[src/rtl/protocol_pkg.sv]
// Shared definitions for the single-wire framing protocol: receiver states,
// line levels and the parity convention used by both ends of the link.
package protocol_pkg;

  typedef enum logic [2:0] {
    IDLE   = 3'd0,
    START  = 3'd1,
    DATA   = 3'd2,
    PARITY = 3'd3,
    STOP   = 3'd4
  } rx_state_t;

  localparam logic LVL_START   = 1'b1;
  localparam logic LVL_IDLE    = 1'b0;
  localparam logic LVL_STOP    = 1'b0;
  localparam logic PARITY_EVEN = 1'b1;

  // xor_all is the XOR of every data bit and the received parity bit.
  function automatic logic parity_err(input logic xor_all);
    return PARITY_EVEN ? xor_all : ~xor_all;
  endfunction

endpackage

[src/rtl/protocol_sync2.sv]
// Two-flop synchronizer bringing the asynchronous serial line into the clk domain.
module protocol_sync2 (
  input  logic clk,
  input  logic rstn,
  input  logic i_d,
  output logic o_q
);

  logic r_meta;
  logic r_q;

  // Synchronizer chain, cleared to the idle level on reset.
  always_ff @(posedge clk or negedge rstn) begin
    if (!rstn) begin
      r_meta <= 1'b0;
      r_q    <= 1'b0;
    end else begin
      r_meta <= i_d;
      r_q    <= r_meta;
    end
  end

  assign o_q = r_q;

endmodule

[src/rtl/protocol_rx.sv]
// Serial frame receiver: mid-bit sampling of start/data/parity/stop bits and a
// single-entry valid/ready holding register with frame-error and overrun pulses.
module protocol_rx
  import protocol_pkg::*;
#(
  parameter int DATA_W     = 8,
  parameter int BIT_CYCLES = 4,
  parameter int PARITY_EN  = 1
) (
  input  logic              clk,
  input  logic              rstn,
  input  logic              din,
  output logic [DATA_W-1:0] m_data,
  output logic              m_valid,
  input  logic              m_ready,
  output logic              frame_err,
  output logic              overrun
);

  localparam int HALF  = BIT_CYCLES / 2;
  localparam int CNT_W = $clog2(BIT_CYCLES);
  localparam int IDX_W = (DATA_W > 1) ? $clog2(DATA_W) : 1;

  rx_state_t         r_state;
  rx_state_t         w_next;
  logic [CNT_W-1:0]  r_cnt;
  logic [IDX_W-1:0]  r_idx;
  logic [DATA_W-1:0] r_shift;
  logic [DATA_W-1:0] w_shift_nx;
  logic [DATA_W-1:0] r_data;
  logic              r_valid;
  logic              r_ferr;
  logic              r_ovr;
  logic              r_err;
  logic              w_din;
  logic              w_half;
  logic              w_bit_end;
  logic              w_last_data;
  logic              w_shift_en;
  logic              w_par_smp;
  logic              w_stop_smp;
  logic              w_good;
  logic              w_bad;
  logic              w_load;
  logic              w_drop;

  protocol_sync2 u_sync (
    .clk  (clk),
    .rstn (rstn),
    .i_d  (din),
    .o_q  (w_din)
  );

  assign w_half      = (r_cnt == CNT_W'(HALF - 1));
  assign w_bit_end   = (r_cnt == CNT_W'(BIT_CYCLES - 1));
  assign w_last_data = (r_idx == IDX_W'(DATA_W - 1));

  // Bits arrive LSB-first, so each new bit enters at the MSB and moves right.
  if (DATA_W > 1) begin : g_shift
    assign w_shift_nx = {w_din, r_shift[DATA_W-1:1]};
  end else begin : g_shift1
    assign w_shift_nx = w_din;
  end

  // FSM state register.
  always_ff @(posedge clk or negedge rstn) begin
    if (!rstn) begin
      r_state <= IDLE;
    end else begin
      r_state <= w_next;
    end
  end

  // FSM next-state logic.
  always_comb begin
    w_next = r_state;
    case (r_state)
      IDLE:    w_next = (w_din == LVL_START) ? START : IDLE;
      START:   w_next = w_half ? ((w_din == LVL_START) ? DATA : IDLE) : START;
      DATA:    w_next = (w_bit_end && w_last_data) ? ((PARITY_EN != 0) ? PARITY : STOP) : DATA;
      PARITY:  w_next = w_bit_end ? STOP : PARITY;
      STOP:    w_next = w_bit_end ? IDLE : STOP;
      default: w_next = IDLE;
    endcase
  end

  // FSM output decode: sample strobes and holding-register control.
  always_comb begin
    w_shift_en = (r_state == DATA) && w_bit_end;
    w_par_smp  = (r_state == PARITY) && w_bit_end;
    w_stop_smp = (r_state == STOP) && w_bit_end;
    w_good     = w_stop_smp && (w_din == LVL_STOP) && !r_err;
    w_bad      = w_stop_smp && ((w_din != LVL_STOP) || r_err);
    w_load     = w_good && (!r_valid || m_ready);
    w_drop     = w_good && r_valid && !m_ready;
  end

  // Bit timing, shift register, parity flag and output registers.
  always_ff @(posedge clk or negedge rstn) begin
    if (!rstn) begin
      r_cnt   <= '0;
      r_idx   <= '0;
      r_shift <= '0;
      r_err   <= 1'b0;
      r_data  <= '0;
      r_valid <= 1'b0;
      r_ferr  <= 1'b0;
      r_ovr   <= 1'b0;
    end else begin
      if ((r_state == IDLE) || (w_next != r_state) || w_bit_end) begin
        r_cnt <= '0;
      end else begin
        r_cnt <= r_cnt + CNT_W'(1);
      end
      if (r_state == START) begin
        r_idx <= '0;
        r_err <= 1'b0;
      end else begin
        if (w_shift_en) begin
          r_idx   <= r_idx + IDX_W'(1);
          r_shift <= w_shift_nx;
        end
        if (w_par_smp) begin
          r_err <= parity_err((^r_shift) ^ w_din);
        end
      end
      r_ferr <= w_bad;
      r_ovr  <= w_drop;
      if (w_load) begin
        r_data  <= r_shift;
        r_valid <= 1'b1;
      end else if (r_valid && m_ready) begin
        r_valid <= 1'b0;
      end
    end
  end

  assign m_data    = r_data;
  assign m_valid   = r_valid;
  assign frame_err = r_ferr;
  assign overrun   = r_ovr;

endmodule

[config.mk]
export PLATFORM = sky130hd
export DESIGN_NAME = protocol_rx
export DESIGN_NICKNAME = d
export VERILOG_FILES = /design/src/rtl/protocol_pkg.sv /design/src/rtl/protocol_sync2.sv /design/src/rtl/protocol_rx.sv
export SDC_FILE = /design/constraint.sdc
export NUM_CORES = 1
export LEC_CHECK = 0
export CORE_UTILIZATION = 45
export DETAILED_ROUTE_END_ITERATION = 8
export PLACE_DENSITY = 0.66
export SYNTH_ARGS = -nofsm -noshare
export SYNTH_HDL_FRONTEND = slang
export SYNTH_SLANG_ARGS = --single-unit
[constraint.sdc]
create_clock -name clk -period 1.8 [get_ports clk]
set_input_delay 0.36 -clock clk [delete_from_list [all_inputs] [get_ports clk]]
set_output_delay 0.36 -clock clk [all_outputs]
set_load 0.01 [all_outputs]
* Word level (Yosys, flattened, before mapping) *
Cells that the tools add are included.

storage, ports and cells
  bits in registers = 30
  input bits = 4

cells by class
  add/sub/neg operators = 2
  equal/unequal tests = 8
  mux-type cells = 14
  bitwise operators = 3
  reductions and logical operators = 24

operator list
  cell                                           count
  case mux 3 bit (5 select lines)                1
  two-way mux 3 bit                              4
  logical AND 1 bit                              11
  parity 8 bit                                   1
  == test 3 x 2 -> 1 bit, second input constant  2
  == test 3 bit, second input constant           2
  two-way mux 1 bit                              6
  two-way mux 2 bit                              3
  nonzero test 2 bit                             3
  logical OR 1 bit                               4
  adder 3 x 1 -> 3 bit, second input constant    1
  == test 3 x 1 -> 1 bit, second input constant  1
  logical NOT 1 bit                              3
  logical NOT 3 bit                              1
  != test 3 bit                                  1
  adder 2 x 1 -> 2 bit, second input constant    1
  == test 2 x 1 -> 1 bit, second input constant  1
  == test 2 bit, second input constant           1
  NOT 1 bit                                      2
  AND reduction 2 bit                            1
  bitwise XOR 1 bit                              1

* Depth between registers and ports, before layout *
Gate-level depths: netlist of the first run.

  word-level depth = 8
  gate-level depth with buffers = 6
  mapped depth without buffers = 6

* Modules after synthesis *
A second synthesis of the first run with hierarchy kept.

second synthesis, totals
  cell total of the unflattened synthesis = 103
  area, all modules = 1405.1 sq um

modules (own cells, without submodules)
  module          instances  cells each  area an instance (sq um)  seq. area each (sq um)
  protocol_rx     1          101         1355.0                    700.7
  protocol_sync2  1          2           50.0                      50.0

* Worst setup path before layout of the first run *
No wires, ideal clock.

  path kind = reg-to-reg
  start = reg r_cnt[0]
  end = reg r_shift[0]
  library setup time = 0.125 ns
  data arrival time = 1.427 ns
  path slack = 0.249 ns
  cell stages (with the launch flop) = 6
  path buffers = 1
  period minus slack after synthesis = 1.551 ns
  path through = dfrtp_1 ha_1 buf_4 nand2b_4 nor3b_4 mux2_2

between the ends
  word-level cells in the longest chain between the ends = 3

ends and longest elaborated chain
  what                                  RTL line            RTL
  from (decl)                           protocol_rx.sv:26   logic [CNT_W-1:0] r_cnt;
  from (signal assigned)                protocol_rx.sv:113  r_cnt <= r_cnt + CNT_W'(1);
  == test 2 bit                         protocol_rx.sv:55   assign w_bit_end = (r_cnt == CNT_W'(BIT_CYCLES - 1));
  logical AND 1 bit                     protocol_rx.sv:89   w_shift_en = (r_state == DATA) && w_bit_end;
  AND reduction 2 bit (no source line)  -
  to (signal assigned)                  protocol_rx.sv:121  r_shift <= w_shift_nx;
  to (decl)                             protocol_rx.sv:28   logic [DATA_W-1:0] r_shift;

Every way passes these cells.
A chain may end at the register's enable or synchronous reset.

* Worst setup path after layout of the first run *
  start = reg r_cnt[0]
  end = reg r_data[0] (netlist: m_data[0])

between the ends
  word-level cells in the longest chain between the ends = 5

ends and longest elaborated chain
  what                             RTL line            RTL
  == test 2 bit                    protocol_rx.sv:55
  logical AND 1 bit                protocol_rx.sv:91   w_stop_smp = (r_state == STOP) && w_bit_end;
  logical AND 1 bit (2 in series)  protocol_rx.sv:92   w_good = w_stop_smp && (w_din == LVL_STOP) && !r_err;
  logical AND 1 bit                protocol_rx.sv:94   w_load = w_good && (!r_valid || m_ready);
  to (signal assigned)             protocol_rx.sv:130  r_data <= r_shift;
  to (decl)                        protocol_rx.sv:30   logic [DATA_W-1:0] r_data;

Every way passes these cells.

==> flow_metrics.tcl, run 1 <==
set metrics [dict create \
    outcome "finished, violations left" \
    violations "design-rule violations" \
    max_freq_ghz 0.622 \
    setup_tns_ns 0 \
    ioPinCount 15 \
    cts_root_buffer "clkbuf_4" \
    vias_per_cell 5.39 \
    die_y_um 57.9 \
    syn_area_um2 1410 \
    core_area_um2 2850 \
    ys_ff_latch 30 \
    antenna_cells 0 \
    dieArea_um2 3350 \
    worst_slack_ns 0.193 \
    synth_compound_area_share_pct 7.75 \
    synth_edf_count 0 \
    vias 847 \
    cts_tree "yes" \
    first_pass_iters 8 \
    period_minus_slack_ns 1.61 \
    hold_start "u_sync.r_meta" \
    crit_path_max_fanout 8 \
    p_per_area_nw_per_um2 1110 \
    grt_pass1_vias 848 \
    ctsHoldBuffers 0 \
    fin_crit_sh_pct 89.3 \
    r2r_cells 5 \
    synth_top_area_share_pct 53.4 \
    numCtsBuffers 5 \
    synthArstFlopShare_pct 100 \
    grt_max_degree 31 \
    cts_max_level 2 \
    crit_path_start_kind "flop" \
    yosys.area_share.simple_pct 10.9 \
    critPathKind "reg -> reg" \
    final-setup-viol-count 0 \
    fp.dieW_um 57.9 \
    critical_path_required_ns 2.01 \
    grt_overflow 0 \
    drive_gt1_share_pct 28.6 \
    r2r-start "r_cnt[0]" \
    drtIter0Drc 24 \
    grt_pass1_wl_um 4130 \
    final-max-slew-violation-count 0 \
    crit_slowest_cell "dfrtp_1" \
    path_clk_slew_ns 0.09 \
    clock_skew_ns 0.00700 \
    crit_chain "ha_1 > buf_4 > nand4_2 > nand2b_4 > mux2_4" \
    post_cts_buffers 0 \
    cp_top_family "flip-flops" \
    max_slew.worst_pin.slew_ns 0.447 \
    rows 19 \
    cts_buffer_depth 2 \
    area_growth_pct 19.0 \
    leakage_nw 0.850 \
    dp_slack_ns 0.183 \
    yosysMostFrequentCell "dfrtp_1" \
    syn_avg_cell_area_um2 13.6 \
    drc 1 \
    ys_seq_area_share_pct 53.4 \
    arrival_ns 1.82 \
    rsz0062_at_grt "false" \
    hp-class "reg -> reg" \
    gp_congestion 0.849 \
    synth.area.top_cells "dfrtp_1 (53%), mux2_4 (8.5%), mux2_2 (7.2%)" \
    cp_num_buf_inv 1 \
    cpPeakStageDelay_ns 0.41 \
    io_buffer_count 14 \
    maxCapViolations 0 \
    final_area_um2 1670 \
    hold_viol 0 \
    r2r_end "m_data[0]" \
    dp.cells 149 \
    synth_fp_nets 111 \
    clock_latency_ns 0.32 \
    synth.distinct_cells 30 \
    slew_headroom_pct 70.2 \
    min_to "u_sync.o_q" \
    wl_per_cell_um 14.1 \
    synthFlopType "dfrtp_1" \
    ant_nets 0 \
    synthAdderAreaFrac_pct 3.56 \
    peakVddDrop_v 0.000528 \
    synth_xor_area_share_pct 5.34 \
    synth.cells.most_frequent "dfrtp_1 (30), mux2_2 (9), mux2_4 (8), nand2_1 (7), nor2_1 (6)" \
    hpwl_um 1550 \
    synth_top_family_by_area "multiplexers" \
    wirelength_um 2220 \
    cts_resized 0 \
    hold_depth 0 \
    synth_top_area_cell "dfrtp_1" \
    start_util_pct 49.3 \
    grt_usage_pct 16.8 \
    yosysWarnings 0 \
    synthCells 103 \
    antenna_found_initial 0 \
    layout.nets 133 \
    cts.sinks 30 \
    synthMuxAreaShare_pct 16.5 \
    endpoint_kind "flop" \
    fin_cells 157 \
    place_area_um2 1590 \
    r2r_slack_ns 0.19 \
]
==> worst register-to-register path: stages (launching register included) <==
cell and delay (ns):
dfrtp_1 0.41, ha_1 0.25, buf_4 0.17, nand4_2 0.11, nand2b_4 0.23, mux2_4 0.32
==> stage by stage <==
stage	hold slack [ns]	power, mW	utilization (%)
final	0.355	1.85	58.6
after detailed placement	0.337	1.37	55.8
after CTS	0.358	1.87	58.6
after global placement	0.333	1.35	55.8
after floorplan	0.0644	1.24	-
after global routing	0.370	1.98	58.6
==> per-layer routing <==
metal	global-route usage, %	share of wire (%)	vias up
met1	22.3	47	417
met5	0	0	-
met2	24.6	45	23
met3	6.03	5.0	5
li1	-	-	402
met4	8.16	1.9	0
==> power breakdown <==
part | switching (mW) | total [mW] | internal (mW)
sequential | 0.120 | 0.878 | 0.758
combinational | 0.231 | 0.479 | 0.247
clock | 0.226 | 0.492 | 0.267
==> sequential cells by signal (all words and copies together), names as in the netlist <==
name           count
frame_err          1
r_state            3
overrun            1
r_shift            8
u_sync.r_meta      1
r_cnt              2
r_err              1
r_idx              3
u_sync.o_q         1
m_data             8
m_valid            1
==> cell type report <==
type | instances | area (µm²)
Sequential cell | 30 | 751
Tap cell | 31 | 38.8
Timing Repair Buffer | 19 | 178
Fill cell | 238 | 1180
Clock buffer | 8 | 78.8
Multi-Input combinational cell | 67 | 618
Inverter | 2 | 7.51
==> logic make-up (layout without fill, tap and decap cells) <==
family          count (synthesis)  count (layout)
simple gates                   24              24
buf+inv                         6              29
fa+ha+maj                       4               4
compound gates                 14              14
xor+xnor                        7               7
flops                          30              30
mux                            18              18
==> cell usage in the layout (no fill, tap or decap), types with 2 or more instances in the layout <==
cell              n
dfrtp_1          30
clkdlybuf4s50_1  14
inv_1             2
clkbuf_8          3
mux2_2            9
xnor2_1           4
nor2b_1           3
a21o_1            2
mux2_4            8
ha_1              4
nand2_1           7
buf_4             5
o21ai_0           3
xor2_1            2
a22o_1            4
clkbuf_4          5
nand2b_4          2
nor2_1            6
==> worst max path at each step <==
stage	slack, ns	start	depth (start not counted)	end
floorplan	0.25	r_cnt[0]	5	r_shift[0]
global placement	0.21	m_ready	4	m_data[0]
detailed placement	0.18	r_cnt[0]	4	r_shift[1]
CTS	0.18	r_cnt[0]	5	m_data[0]
global route	0.08	r_cnt[0]	5	m_data[7]
finish	0.19	r_cnt[0]	5	m_data[0]
Note: power is estimated with default switching activity, not from simulation.
==> run 2, diff against run 1 <==
--- a/config.mk
+++ b/config.mk
@@ -5,9 +5,8 @@
 export SDC_FILE = /design/constraint.sdc
 export NUM_CORES = 1
 export LEC_CHECK = 0
-export CORE_UTILIZATION = 45
+export CORE_UTILIZATION = 25
 export DETAILED_ROUTE_END_ITERATION = 8
-export PLACE_DENSITY = 0.66
 export SYNTH_ARGS = -nofsm -noshare
 export SYNTH_HDL_FRONTEND = slang
 export SYNTH_SLANG_ARGS = --single-unit
==> flow_metrics.tcl, run 2 (synthesis results as in run 1) <==
set metrics [dict create \
    area_growth_pct 23.3 \
    drive_gt1_share_pct 27.8 \
    rsz0062_at_grt "false" \
    gp_congestion 0.828 \
    grt_usage_pct 9.66 \
    vias_per_cell 4.46 \
    critical_path_required_ns 1.97 \
    core_area_um2 5270 \
    whs_ns 0.357 \
    swShare_pct 30.9 \
    ctsHoldBuffers 0 \
    ioPinCount 15 \
    die_y_um 77.0 \
    place_area_um2 1640 \
    first_pass_iters 4 \
    leakage_nw 0.853 \
    clock_latency_ns 0.28 \
    crit_path_max_fanout 9 \
    start_util_pct 26.7 \
    antenna_cells 0 \
    switching_power_uw 588 \
    grt_pass1_wl_um 4330 \
    cts_buffer_depth 2 \
    finalPower_mw 1.90 \
    final-setup-viol-count 0 \
    crit_path_start_kind "flop" \
    p_int_mw 1.32 \
    grt_overflow 0 \
    cts.sinks 30 \
    maxCapViolations 0 \
    wl_per_cell_um 12.1 \
    vias 875 \
    rows 26 \
    critPathKind "reg -> reg" \
    antenna_found_initial 0 \
    dp.cells 188 \
    layout_commonest_cell "dfrtp_1" \
    outcome "completed" \
    hold_viol 0 \
    peakVddDrop_v 0.000351 \
    arrival_ns 1.77 \
    cts_tree "yes" \
    slew_headroom_pct 69.5 \
    layout.nets 133 \
    period_minus_slack_ns 1.61 \
    post_cts_buffers 0 \
    path_clk_slew_ns 0.06 \
    final_area_um2 1730 \
    dieArea_um2 5920 \
    power.share.clock_pct 29.0 \
    ant_nets 0 \
    dp_slack_ns 0.179 \
    hpwl_um 1660 \
    io_buffer_count 14 \
    pwr-share-seq_pct 45.3 \
    endpoint_kind "flop" \
    fin_cells 196 \
    drtIter0Drc 19 \
    numCtsBuffers 5 \
    max_freq_ghz 0.622 \
    worst_slack_ns 0.192 \
    cts_root_buffer "clkbuf_8" \
    setup_tns_ns 0 \
    fp.dieW_um 77.0 \
    p_per_area_nw_per_um2 1100 \
    grt_pass1_vias 900 \
    hp-class "reg -> reg" \
    comb_power_share_pct 25.7 \
    grt_max_degree 31 \
    final-max-slew-violation-count 0 \
    clock_skew_ns 0.00511 \
    final_cell_mix "dfrtp_1 (30), clkdlybuf4s50_1 (14), mux2_2 (9)" \
    drc 0 \
    max_slew.worst_pin.slew_ns 0.458 \
    utilization_pct 32.9 \
    cts_max_level 2 \
    fin_crit_sh_pct 89.3 \
    cts_resized 0 \
    wirelength_um 2370 \
    r2r_slack_ns 0.19 \
]
-- run 2: cell count changes in the layout (fill, tap and decap cells not counted) --
cell,delta
clkbuf_1,+1
clkbuf_4,-5
clkbuf_8,+3
clkinv_2,+1
-- run 2: area by class of cell --
cell class	count	area (µm²)
multi-input combinational	67	618
inverter	2	7.51
tap	70	87.6
fill	532	3540
clock buffer	7	86.3
sequential	30	751
clock inverter	1	5.00
timing repair buffer	19	178
-- run 2: power groups by stage --
stage          registers, mW  clock network (mW)  logic, mW
5_1_grt                0.881               0.616      0.540
4_1_cts                0.861               0.573      0.494
3_5_place_dp           0.871                   0      0.491
3_3_place_gp           0.868                   0      0.477
6_report               0.862               0.553      0.489
2_1_floorplan          0.836                   0      0.407
-- run 2: final timing paths --
check | start | depth (start not counted) | endpoint
max | r_cnt[0] | 4 | r_shift[5]
min | u_sync.r_meta | 0 | u_sync.o_q
max reg2reg | r_cnt[0] | 4 | r_shift[5]
min reg2reg | u_sync.r_meta | 0 | u_sync.o_q
max in group asynchronous | rstn | 2 | r_err
min in group asynchronous | rstn | 2 | m_data[5]
-- run 2: layer usage --
layer | up-vias | part of all wire [%] | global-route usage [%]
met3 | 5 | 5.1 | 4.76
li1 | 398 | - | -
met2 | 29 | 51 | 15.5
met4 | 0 | 1.6 | 3.96
met1 | 443 | 42 | 10.8
met5 | - | 0 | 0
-- run 2: critical path, cell delays in order (launching register included) --
cell      delay [ns]
dfrtp_1         0.37
ha_1            0.22
nand2b_4        0.08
nor3b_4         0.43
mux2_2          0.39
==> run 3, diff against run 2 <==
--- a/config.mk
+++ b/config.mk
@@ -7,6 +7,8 @@
 export LEC_CHECK = 0
 export CORE_UTILIZATION = 25
 export DETAILED_ROUTE_END_ITERATION = 8
+export GPL_TIMING_DRIVEN = 0
+export PLACE_DENSITY = 0.51
 export SYNTH_ARGS = -nofsm -noshare
 export SYNTH_HDL_FRONTEND = slang
 export SYNTH_SLANG_ARGS = --single-unit
==> flow_metrics.tcl, run 3 (synthesis results as in run 1) <==
set metrics [dict create \
    arrival_ns 1.75 \
    endpoint_kind "flop" \
    grt_max_degree 31 \
    r2r_cells 6 \
    drtIter0Drc 20 \
    grt_busiest_layer "met2" \
    final-setup-viol-count 0 \
    regArea_um2 751 \
    r2r_end "m_data[0]" \
    wirelength_um 2270 \
    period_minus_slack_ns 1.59 \
    fin_crit_sh_pct 88.4 \
    gr-usage-met1_pct 10.1 \
    layout.nets 133 \
    dp.cells 187 \
    crit_slowest_cell "dfrtp_1" \
    vias_per_cell 4.22 \
    met2_usage_pct 14.4 \
    area_growth_pct 23.8 \
    r2r_slack_ns 0.21 \
    critical_path_required_ns 1.96 \
    path_clk_slew_ns 0.06 \
    rows 26 \
    rsz0062_at_grt "false" \
    hpwl_um 1600 \
    outcome "completed" \
    grtUsageMet3_pct 4.29 \
    first_pass_iters 4 \
    hp-class "in -> async" \
    cts_tree "yes" \
    maxCapViolations 0 \
    p_per_area_nw_per_um2 1090 \
    vias 827 \
    fin_cells 196 \
    drc 0 \
    slew_headroom_pct 55.0 \
    cts_buffer_depth 2 \
    die_y_um 77.0 \
    start_util_pct 26.7 \
    cts_root_buffer "clkbuf_8" \
    critPathKind "reg -> reg" \
    ioPinCount 15 \
    clock_latency_ns 0.28 \
    final_cell_mix "dfrtp_1 (30), clkdlybuf4s50_1 (13), mux2_2 (9)" \
    core_area_um2 5270 \
    grt_overflow 0 \
    peakVddDrop_v 0.000327 \
    fp.dieW_um 77.0 \
    cpPeakStageDelay_ns 0.41 \
    grt_usage_pct 8.90 \
    numCtsBuffers 5 \
    ant_nets 0 \
    drive_gt1_share_pct 28.6 \
    antenna_cells 0 \
    clock_skew_ns 0.00451 \
    crit_path_start_kind "flop" \
    final-max-slew-violation-count 0 \
    leakage_nw 0.856 \
    hold_viol 0 \
    antenna_found_initial 0 \
    crit_path_max_fanout 9 \
    cts.sinks 30 \
    cts_max_level 2 \
    ctsHoldBuffers 0 \
    dieArea_um2 5920 \
    wl_per_cell_um 11.6 \
    layout_commonest_cell "dfrtp_1" \
    finalPower_mw 1.90 \
    grt_pass1_wl_um 4040 \
    crit_chain "ha_1 > buf_4 > nand4_2 > nand2b_4 > buf_6 > mux2_4" \
    gp_congestion 0.795 \
    multi_input_area_um2 618 \
    r2r-start "r_cnt[0]" \
    max_slew.worst_pin.slew_ns 0.675 \
    grt_pass1_vias 865 \
    io_buffer_count 14 \
    max_freq_ghz 0.629 \
    fillers 527 \
]
==> run 3: cell type report <==
| class | count | share of cell area (%) |
|---|---|---|
| buffer | 4 | 1.65 |
| clock inverter | 1 | 0.288 |
| tap | 70 | 5.04 |
| clock buffer | 7 | 4.96 |
| timing repair buffer | 15 | 8.92 |
| multi-input combinational | 67 | 35.5 |
| sequential | 30 | 43.2 |
| inverter | 2 | 0.432 |
==> run 3: metrics by stage <==
stage               utilization [%]  cell area (µm²)  setup slack [ns]  TNS, ns  hold WS (ns)
detailed placement             31.0             1630            -0.206    -6.15         0.345
global route                   33.0             1740             0.104        0         0.167
global placement               31.0             1630            -0.135    -4.01         0.336
finish                         33.0             1740             0.209        0         0.118
CTS                            32.7             1720            0.0668        0         0.360
floorplan                         -             1410             0.249        0        0.0644
==> run 3: worst max-delay path, delay by kind of cell, from the launching register on <==
kind / cells / cell delay, ns
buf+inv: 2 / 0.33
mux: 1 / 0.31
simple gates: 2 / 0.24
fa+ha+maj: 1 / 0.20
flops: 1 / 0.41
==> run 3: worst max-delay path by stage <==
stage | cells past startpoint | slack, ns | startpoint | end
floorplan | 5 | 0.25 | r_cnt[0] | r_shift[0]
global placement | 1 | -0.13 | rstn | r_idx[1]
detailed placement | 1 | -0.21 | rstn | r_err
CTS | 5 | 0.07 | r_cnt[0] | r_shift[0]
global route | 6 | 0.10 | r_cnt[0] | m_data[5]
finish | 6 | 0.21 | r_cnt[0] | m_data[0]
==> run 3: metal layers <==
layer | part of all wire, % | up-vias
met5 | 0 | -
met3 | 4.4 | 2
met1 | 45 | 405
met2 | 50 | 17
li1 | - | 403
met4 | 0.53 | 0
==> run 3: what timing repair did <==
item	CTS	global route
gates resized for setup	0	0
hold endpoints to repair	0	0
endpoints found under the setup margin	0	8
buffers inserted	0	1
==> run 3: report_power, final <==
part / total (mW) / switching (mW) / internal (mW)
clock network: 0.547 / 0.239 / 0.308
logic: 0.506 / 0.261 / 0.246
registers: 0.845 / 0.0852 / 0.760
total: 1.90 / 0.585 / 1.31
